## src/rtl/i2s_receiver.sv

```systemverilog
// I2S slave receiver: oversamples BCLK/LRCLK/SDATA on clk and delivers per-channel words.
// Build macro I2S_RX_STEREO_LATCH_EN: hold each left word and deliver left/right as one pair.
module i2s_receiver #(
    parameter int unsigned DATASIZE = 12
) (
    input  logic                clk,
    input  logic                rst,
    input  logic                enable,
    input  logic                BCLK,
    input  logic                LRCLK,
    input  logic                SDATA,
    output logic [DATASIZE-1:0] leftAudio,
    output logic [DATASIZE-1:0] rightAudio,
    output logic                leftValid,
    output logic                rightValid,
    output logic                frameError
);

    localparam int unsigned     CntW    = $clog2(DATASIZE + 1);
    localparam logic [CntW-1:0] LastCnt = CntW'(DATASIZE - 1);
    localparam logic [CntW-1:0] MaxCnt  = CntW'(DATASIZE);

    typedef enum logic {StSync, StReceive} state_e;

    // bclk_sync_q[2] is the extra stage used only for rising-edge detection
    logic [2:0]          bclk_sync_q;
    logic [1:0]          lrclk_sync_q;
    logic [1:0]          sdata_sync_q;

    state_e              state_q, state_d;
    logic                lr_prev_q, lr_prev_d;
    logic [DATASIZE-1:0] shift_q, shift_d;
    logic [CntW-1:0]     cnt_q, cnt_d;
    logic [DATASIZE-1:0] left_q, left_d;
    logic [DATASIZE-1:0] right_q, right_d;
    logic                left_valid_q, left_valid_d;
    logic                right_valid_q, right_valid_d;
    logic                frame_error_q, frame_error_d;
`ifdef I2S_RX_STEREO_LATCH_EN
    logic [DATASIZE-1:0] held_q, held_d;
    logic                held_valid_q, held_valid_d;
`endif

    logic                bclk_rise;
    logic                lr_smp;
    logic                sd_smp;
    logic                boundary;
    logic [DATASIZE-1:0] word;

    assign bclk_rise = bclk_sync_q[1] & ~bclk_sync_q[2];
    assign lr_smp    = lrclk_sync_q[1];
    assign sd_smp    = sdata_sync_q[1];
    assign boundary  = bclk_rise & (lr_smp != lr_prev_q);
    // At a boundary the incoming bit is the LSB of the word just finished (one-bit I2S delay)
    assign word      = {shift_q[DATASIZE-2:0], sd_smp};

    always_comb begin
        state_d       = state_q;
        lr_prev_d     = lr_prev_q;
        shift_d       = shift_q;
        cnt_d         = cnt_q;
        left_d        = left_q;
        right_d       = right_q;
        left_valid_d  = 1'b0;
        right_valid_d = 1'b0;
        frame_error_d = 1'b0;
`ifdef I2S_RX_STEREO_LATCH_EN
        held_d        = held_q;
        held_valid_d  = held_valid_q;
`endif

        if (bclk_rise) begin
            lr_prev_d = lr_smp;
            shift_d   = word;
            if (enable) begin
                unique case (state_q)
                    StSync: begin
                        if (boundary) begin
                            cnt_d   = '0;
                            state_d = StReceive;
                        end
                    end
                    StReceive: begin
                        if (boundary) begin
                            cnt_d = '0;
                            if (cnt_q == LastCnt) begin
`ifdef I2S_RX_STEREO_LATCH_EN
                                if (!lr_prev_q) begin
                                    held_d       = word;
                                    held_valid_d = 1'b1;
                                end else if (held_valid_q) begin
                                    left_d        = held_q;
                                    right_d       = word;
                                    left_valid_d  = 1'b1;
                                    right_valid_d = 1'b1;
                                    held_valid_d  = 1'b0;
                                end
`else
                                if (!lr_prev_q) begin
                                    left_d       = word;
                                    left_valid_d = 1'b1;
                                end else begin
                                    right_d       = word;
                                    right_valid_d = 1'b1;
                                end
`endif
                            end else begin
                                frame_error_d = 1'b1;
                            end
                        end else if (cnt_q != MaxCnt) begin
                            cnt_d = cnt_q + CntW'(1);
                        end
                    end
                    default: state_d = StSync;
                endcase
            end
        end

        // Disabled: stay in sync hunt; LRCLK history keeps tracking so re-entry needs two boundaries
        if (!enable) begin
            state_d       = StSync;
            cnt_d         = '0;
            left_valid_d  = 1'b0;
            right_valid_d = 1'b0;
            frame_error_d = 1'b0;
`ifdef I2S_RX_STEREO_LATCH_EN
            held_valid_d  = 1'b0;
`endif
        end
    end

    always_ff @(posedge clk) begin
        if (rst) begin
            bclk_sync_q   <= '0;
            lrclk_sync_q  <= '0;
            sdata_sync_q  <= '0;
            state_q       <= StSync;
            lr_prev_q     <= 1'b0;
            shift_q       <= '0;
            cnt_q         <= '0;
            left_q        <= '0;
            right_q       <= '0;
            left_valid_q  <= 1'b0;
            right_valid_q <= 1'b0;
            frame_error_q <= 1'b0;
`ifdef I2S_RX_STEREO_LATCH_EN
            held_q        <= '0;
            held_valid_q  <= 1'b0;
`endif
        end else begin
            bclk_sync_q   <= {bclk_sync_q[1:0], BCLK};
            lrclk_sync_q  <= {lrclk_sync_q[0], LRCLK};
            sdata_sync_q  <= {sdata_sync_q[0], SDATA};
            state_q       <= state_d;
            lr_prev_q     <= lr_prev_d;
            shift_q       <= shift_d;
            cnt_q         <= cnt_d;
            left_q        <= left_d;
            right_q       <= right_d;
            left_valid_q  <= left_valid_d;
            right_valid_q <= right_valid_d;
            frame_error_q <= frame_error_d;
`ifdef I2S_RX_STEREO_LATCH_EN
            held_q        <= held_d;
            held_valid_q  <= held_valid_d;
`endif
        end
    end

    assign leftAudio  = left_q;
    assign rightAudio = right_q;
    assign leftValid  = left_valid_q;
    assign rightValid = right_valid_q;
    assign frameError = frame_error_q;

endmodule
```

## config.mk

```make
export PLATFORM = sky130hd
export DESIGN_NAME = i2s_receiver
export DESIGN_NICKNAME = d
export VERILOG_FILES = /design/src/rtl/i2s_receiver.sv
export SDC_FILE = /design/constraint.sdc
export NUM_CORES = 1
export LEC_CHECK = 0
export ABC_AREA = 0
export CORE_MARGIN = 8
export CORE_UTILIZATION = 39
export CTS_BUF_LIST = sky130_fd_sc_hd__clkbuf_8
export DETAILED_ROUTE_END_ITERATION = 6
export GPL_TIMING_DRIVEN = 0
export PLACE_DENSITY = 0.62
export SLEW_MARGIN = 25
export SYNTH_ARGS = -nofsm -noshare
export SYNTH_HDL_FRONTEND = slang
export SYNTH_SLANG_ARGS = --single-unit
```

## constraint.sdc

```tcl
create_clock -name clk -period 4.2 [get_ports clk]
set_input_delay 0.42 -clock clk [delete_from_list [all_inputs] [get_ports clk]]
set_output_delay 0.42 -clock clk [all_outputs]
set_load 0.03 [all_outputs]
```

==> run summary, run 1 <==
The flow ran to the end, and the final reports show no timing, DRC or antenna violations. For this run, design rule violations remaining after detail routing come to 0. The maximum number of pins on one net before global-route repair is 16, and the number of setup buffers added after CTS is 0. The tightest min-delay check is of the flop to flop type. Combinational share of power: 3.7%. The number of antenna violations at the first check in global routing was 0; the proportion of total power due to net switching was 21.63%. For this run the aggregate overflow at the end of global routing stands at 0. STA puts the critical path data arrival time at 2.16 ns. The floorplan step defined a die boundary enclosing 7866 um^2.

The number of antenna diodes in the final layout is 0. The worst pin sits at a relative slew slack of 63.53%. Ranked by total cell area, the synthesized netlist is headed by dfxtp_1 50%, nand2b_1 7.3%, a21oi_1 7.0%.

The synthesized flop and latch total came out at 51. Top flip-flop cell by instance count after synthesis: dfxtp_1. The logs give 7.603 mm for the first-pass GRT wire length and 26 for the total number of placement rows. For this design the static power due to leakage is 0.8839 nW. The number of nets in the synthesized netlist is 232. The number of hold buffers added after CTS was 0.

Timing would allow up to 518.1 MHz. The required time of the worst setup path was 4.43 ns; the HPWL reported at the end of detailed placement was 3.328 mm. The clock tree synthesis step divided the H-tree into 2 levels. Clock tree synthesis found a total of 51 sinks. The peak fanout along the critical path was 10. The tools report the count of filler cells inserted in the layout as 516.

Setup TNS: 0 ns. The clock tree buffer depth is 2. Cell internal power was estimated by the tool at 0.6314 mW. In this run, CTS created clock tree buffers numbering 5. In this run the vertical extent of the chip is 88.69 um. Net load switching power: 0.1743 mW. The final net count is 271, and the final weighted congestion in routability-driven placement is 0.8049. The run gives 40.35% as the starting utilization of the core area. Setup repair after global routing left no endpoint under its margin. The via count of the first global-routing pass is 1648, and the part of the Yosys area used for sequential elements is 49.54%. In this run the remaining antenna-violating nets after routing total 0. The post-route worst hold slack came out at 0.4485 ns. The run gives 0.8057 mW as the overall power of the completed layout. The areal power density over the cells was 314.3 nW/um^2; the clock period minus worst slack was 1.930 ns. In this run, synthesis inferred 0 flip-flops with an integrated enable.

The top cell types in the final layout, fill and taps aside, are 51 x dfxtp_1, 32 x clkdlybuf4s50_1, 29 x a21oi_1. The peak supply drop was 0.2053 mV; the delay of the slowest cell on the worst path was 0.53 ns. At the pin with the least slew margin, the transition time is 0.5397 ns. The max-slew violation count is 0. The run gives 1021 um^2 as the area occupied by registers. In this run the count of I/O pins placed on the die edge is 33. The number of buffer cells added on primary ports is 32. The run gives 35.6% as the relative contribution of the clock network to total power. The count of final setup violators is 0. The routed length per instance came out at 13.31 um.

The clock arrives with 0.007102 ns of skew. The tools report the global-route usage over all layers as 12.18%. Among all stages on the critical path, the largest delay is contributed by nor4bb_1.

The run gives 4 as the number of detailed-routing iterations run before antenna repair. The critical path goes through ha_1, nor4bb_1, clkbuf_1, nand4_1, a21oi_1. The worst setup path is launched from a flop.

The cell count after synthesis came out at 224. From left edge to right edge, the die measures 88.69 um. Of all cell types, the one taking the most synthesized area is dfxtp_1.

The synthesized cell area came out at 2061 um^2. Once layout is done, the placed cells without fillers occupy 2564 um^2. The core region is 5107 um^2.

Clock insertion delay at the later pin of the skew report: 0.30 ns. The tools report the overall routed net length as 4.446 mm. The number of gates resized after CTS was 0.

Endpoint class of the critical path: a flop. The fraction of final layout cells with drive strength greater than 1 is 4.167%. Dividing the synthesized area by the synthesized cell count gives 9.200 um^2. After synthesis, the share of flip-flops with an asynchronous set or reset is 0%.

The starting DRC count in detailed routing is 70, and the layout overhead on the synthesized area is 24.41%. The per-cell via count in the routed design is 5.009, and the area of combinational cells with multiple inputs is 943.4 um^2. Across the run, the number of max-cap violations was 0. Leading cell type in the layout, fill and taps excluded: dfxtp_1. The placed standard-cell area came out at 2469 um^2. Final number of hold-violating endpoints: 0. The sequential fraction of design power is 60.6%, and the total number of vias is 1673.

After synthesis, the largest area contributor takes up 49.54% of total cell area. Clock-pin slew was measured on the worst setup and hold paths at 0.08 ns. TritonCTS built the clock tree.

In the finished design, the share of the clock period the worst path needs comes to 45.96%. The tree is rooted in a clkbuf_8. After synthesis, the netlist uses 33 different library cells. Worst setup path category: flop to flop.

The number of synthesis warnings was 0.
-- cells by family (layout without fill, tap and decap cells) --
family / count (synthesis) / in the layout / synth area share [%]
xor gates and xnor gates: 1 / 1 / 0.4251
AOI/OAI and AO/OA: 46 / 46 / 13.84
DFF: 51 / 51 / 49.54
muxes: 12 / 12 / 5.829
and+or+nand+nor: 89 / 89 / 24.47
buffers and inverters: 23 / 63 / 4.675
adders and majority gates: 2 / 2 / 1.214
-- cell type report --
class / count / share of cell area [%]
Timing Repair Buffer: 32 / 12.49
Buffer: 18 / 3.026
Tap cell: 70 / 3.416
Sequential cell: 51 / 39.82
Clock inverter: 2 / 0.4880
Inverter: 5 / 0.7321
Clock buffer: 6 / 3.221
Multi-Input combinational cell: 150 / 36.80
-- stage by stage --
step / utilization [%] / cells / setup slack (ns)
6_report: 50.20 / 334 / 2.270
3_5_place_dp: 48.33 / 326 / 1.994
3_3_place_gp: 48.33 / 326 / 1.999
5_1_grt: 50.20 / 334 / 2.160
4_1_cts: 50.20 / 334 / 2.309
2_1_floorplan: - / 224 / 2.573
-- power by group through the flow --
stage | combinational, mW | sequential [mW] | clock (mW)
6_report | 0.0301 | 0.489 | 0.287
5_1_grt | 0.0334 | 0.489 | 0.320
4_1_cts | 0.0305 | 0.489 | 0.300
3_5_place_dp | 0.0305 | 0.500 | 0
3_3_place_gp | 0.0302 | 0.500 | 0
2_1_floorplan | 0.0193 | 0.499 | 0
-- critical path: cells and delay by family, from the launching register on --
kind	cells	cell delay, ns
simple gates	2	0.70
flops	1	0.39
buf+inv	1	0.37
fa+ha+maj	1	0.23
compound gates	1	0.17
-- state kept, by name, indices dropped and copies added (netlist names) --
register,count
leftAudio,12
lr_prev_q,1
shift_q,11
rightAudio,12
cnt_q,4
leftValid,1
frameError,1
bclk_sync_q,3
state_q,1
lrclk_sync_q,2
sdata_sync_q,2
rightValid,1
-- Yosys cell counts, drive strengths merged, types with 2 or more instances --
master,n
or4,2
nand2,25
nand3b,2
nand3,4
clkbuf,15
o21ai,2
nand4,12
o41ai,12
nor3,2
ha,2
inv,5
nor2b,8
a21oi,29
dfxtp,51
mux2i,12
buf,3
nand2b,24
-- path summary, 6_finish.rpt --
check	startpoint	end	slack, ns	cells past startpoint
setup / recovery	cnt_q[0]$_SDFFE_PP0P_	leftAudio[2]$_SDFFE_PP0P_	2.27	5
setup reg to reg	cnt_q[0]$_SDFFE_PP0P_	leftAudio[2]$_SDFFE_PP0P_	2.27	5
hold reg to reg	bclk_sync_q[0]$_SDFF_PP0_	bclk_sync_q[1]$_SDFF_PP0_	0.45	1
hold / removal	bclk_sync_q[0]$_SDFF_PP0_	bclk_sync_q[1]$_SDFF_PP0_	0.45	1
-- routing by layer --
layer	track usage, %	vias to the layer above	share of wire (%)
met3	4.085	4	5.0
li1	-	875	-
met2	18.26	31	43
met1	15.58	763	51
met5	0	-	0
met4	4.762	0	1.1
Power figures use the tool's default switching activity.
==> run 2, diff against run 1 <==
PLACE_DENSITY = 0.65   (was 0.62)
clock period = 1.6 ns   (was 4.2 ns; I/O delays follow)
==> run summary, run 2 (same netlist as run 1, synthesis figures left out) <==
The highest-delay cell along the critical path was clkdlybuf4s50_1. The placeable core region was 5107 um^2. Before antenna repair, the detailed router went through 4 iterations. The number of primary I/O pins was 33; the routed length per instance was 13.47 um.

The proportion of total power due to net switching is 20.21%. The library cells used most frequently in the layout, excluding fill and tap cells, are 47 x dfxtp_1, 32 x clkdlybuf4s50_1, 29 x a21oi_1. The final weighted congestion in routability-driven placement is 0.7842, and the total number of placement rows is 26. Traced cell by cell, the critical path runs through clkdlybuf4s50_1. The top cell family by delay on the critical path was buffers and inverters.

The die is 88.69 um tall. The max-slew violation count is 0. The worst setup path category is flop to primary output. The category of the worst setup path launch point was a flop. The tool flagged a number of max-cap violations equal to 0.

The number of antenna violations at the first check in global routing is 0, and the starting DRC count in detailed routing is 92. Total power for the finished layout comes to 2.217 mW. The per-cell via count in the routed design was 5.089; the areal power density over the cells was 823.4 nW/um^2. The final net count is 274. After legalization and detailed placement, the total HPWL measured 3.240 mm. The global-route usage over all layers came out at 12.05%. The area of the die came out at 7866 um^2.

The overall routed net length is 4.527 mm. The min-delay analysis places its worst path in the category input port to flop. The run gives 1.36 ns as the arrival time of the worst setup path.

For this block, the via count after detailed routing is 1710. The maximum number of pins on one net before global-route repair is 16. The clock transition at the registers of the reported paths is 0.09 ns, and the sequential fraction of design power is 57.9%.

Peak fanout along the critical path: 2. The endpoint class of the critical path was a primary output. Compared with the post-synthesis result, the final layout area differs by 30.66%. The setup TNS was 0 ns. CTS saw 51 sinks. The via count of the first global-routing pass is 1614.

The logs give 0 for the total DRC errors in the routed layout and 0.008973 ns for the final clock skew. The repair_antennas step left the layout with diodes totalling 0. At the end of the flow the core is filled with cells to 52.72%.

Derived from the worst setup path, the maximum achievable clock frequency is 658.4 MHz. Across all hold checks on the routed design, the worst slack comes to 0.4127 ns. TritonCTS built the clock tree.

For the pin with the worst max-slew slack, the measured transition is 0.5327 ns. The analysis attributes to net switching a power of 0.4481 mW. The leakage component of the power is 0.9206 nW, and the delay of the slowest cell on the worst path is 0.69 ns.

The worst pin sits at a relative slew slack of 64.49%. Setup repair after global routing left no endpoint under its margin. The die is 88.69 um wide. VDD sags by at most 0.5627 mV.

The combinational share of power came out at 3.8%. Number of buffer and inverter stages on the critical path: 1. The required time of the worst setup path was 1.44 ns; the clock tree buffer depth was 2. For this run the aggregate overflow at the end of global routing stands at 0.

The post-route clock period utilization is 94.93%, and the clock insertion delay at the later pin of the skew report is 0.30 ns. The first global-routing pass estimated 7.541 mm of wire. Once the floorplan was initialized, standard cells occupied 40.35% of the core.

The number of buffer cells added on primary ports works out to 32. The clock network is responsible for 38.3% of the overall power. The clock period minus worst slack is 1.519 ns. The library cell used most frequently in the layout, excluding fill and tap cells, is dfxtp_1.

The detail route stage leaves a number of antenna-violating nets equal to 0. The run finished with clean final reports. The fraction of final layout cells with drive strength greater than 1 was 12.03%; the count of filler cells inserted in the layout was 495.

The tools report the number of buffers created by CTS as 5. The logs give 0 for the final number of hold-violating endpoints and 2 for the number of H-tree levels. The internal portion of the total power is 1.769 mW.

The root buffer cell chosen for the clock tree is clkbuf_8. The tools report the count of final setup violators as 0.
==> run 2: repair_timing <==
item | 4_1_cts | 5_1_grt
buffers inserted | 3 | 2
pin swaps | 1 | 1
setup endpoints to repair | 22 | 29
gates resized for setup | 6 | 20
hold buffers | 0 | 0
==> run 2: per-layer routing <==
metal / GRT usage (%) / wire (um) / vias to the layer above
li1: - / - / 878
met1: 15.50 / 2215 / 781
met3: 3.900 / 299 / 7
met4: 4.762 / 78 / 0
met2: 18.06 / 1933 / 44
met5: 0 / 0 / -
==> run 2: final timing paths <==
path                              from                   endpoint  slack, ns  cells past startpoint
max          leftAudio[4]$_SDFFE_PP0P_               leftAudio[4]       0.08                      1
min                               BCLK  bclk_sync_q[0]$_SDFF_PP0_       0.41                      2
max reg2reg      cnt_q[0]$_SDFFE_PP0P_  leftAudio[9]$_SDFFE_PP0P_       0.10                      6
min reg2reg  bclk_sync_q[0]$_SDFF_PP0_  bclk_sync_q[1]$_SDFF_PP0_       0.44                      1
==> run 2: stage by stage <==
step / setup WS (ns) / area, um^2 / std cells
2_1_floorplan: 0.002138 / 2066 / 224
3_3_place_gp: -0.3355 / 2474 / 326
3_5_place_dp: -0.3359 / 2474 / 326
4_1_cts: 0.001676 / 2626 / 336
5_1_grt: 0.01482 / 2693 / 336
6_report: 0.08112 / 2693 / 336
==> run 2: power groups by stage <==
stage	Clock (mW)	Combinational (mW)	Sequential (mW)
2_1_floorplan	0	0.0507	1.31
3_3_place_gp	0	0.0797	1.31
3_5_place_dp	0	0.0808	1.31
4_1_cts	0.873	0.0816	1.28
5_1_grt	0.918	0.0936	1.28
6_report	0.849	0.0848	1.28
==> run 2: layout make-up <==
type | instances | area, um^2 | share of cell area, %
Sequential cell | 51 | 1026 | 38.10
Inverter | 5 | 18.77 | 0.6970
Multi-Input combinational cell | 150 | 1012 | 37.59
Buffer | 16 | 83.83 | 3.113
Timing Repair Buffer | 37 | 357.8 | 13.29
Clock buffer | 5 | 68.82 | 2.556
Clock inverter | 2 | 37.54 | 1.394
Tap cell | 70 | 87.58 | 3.253
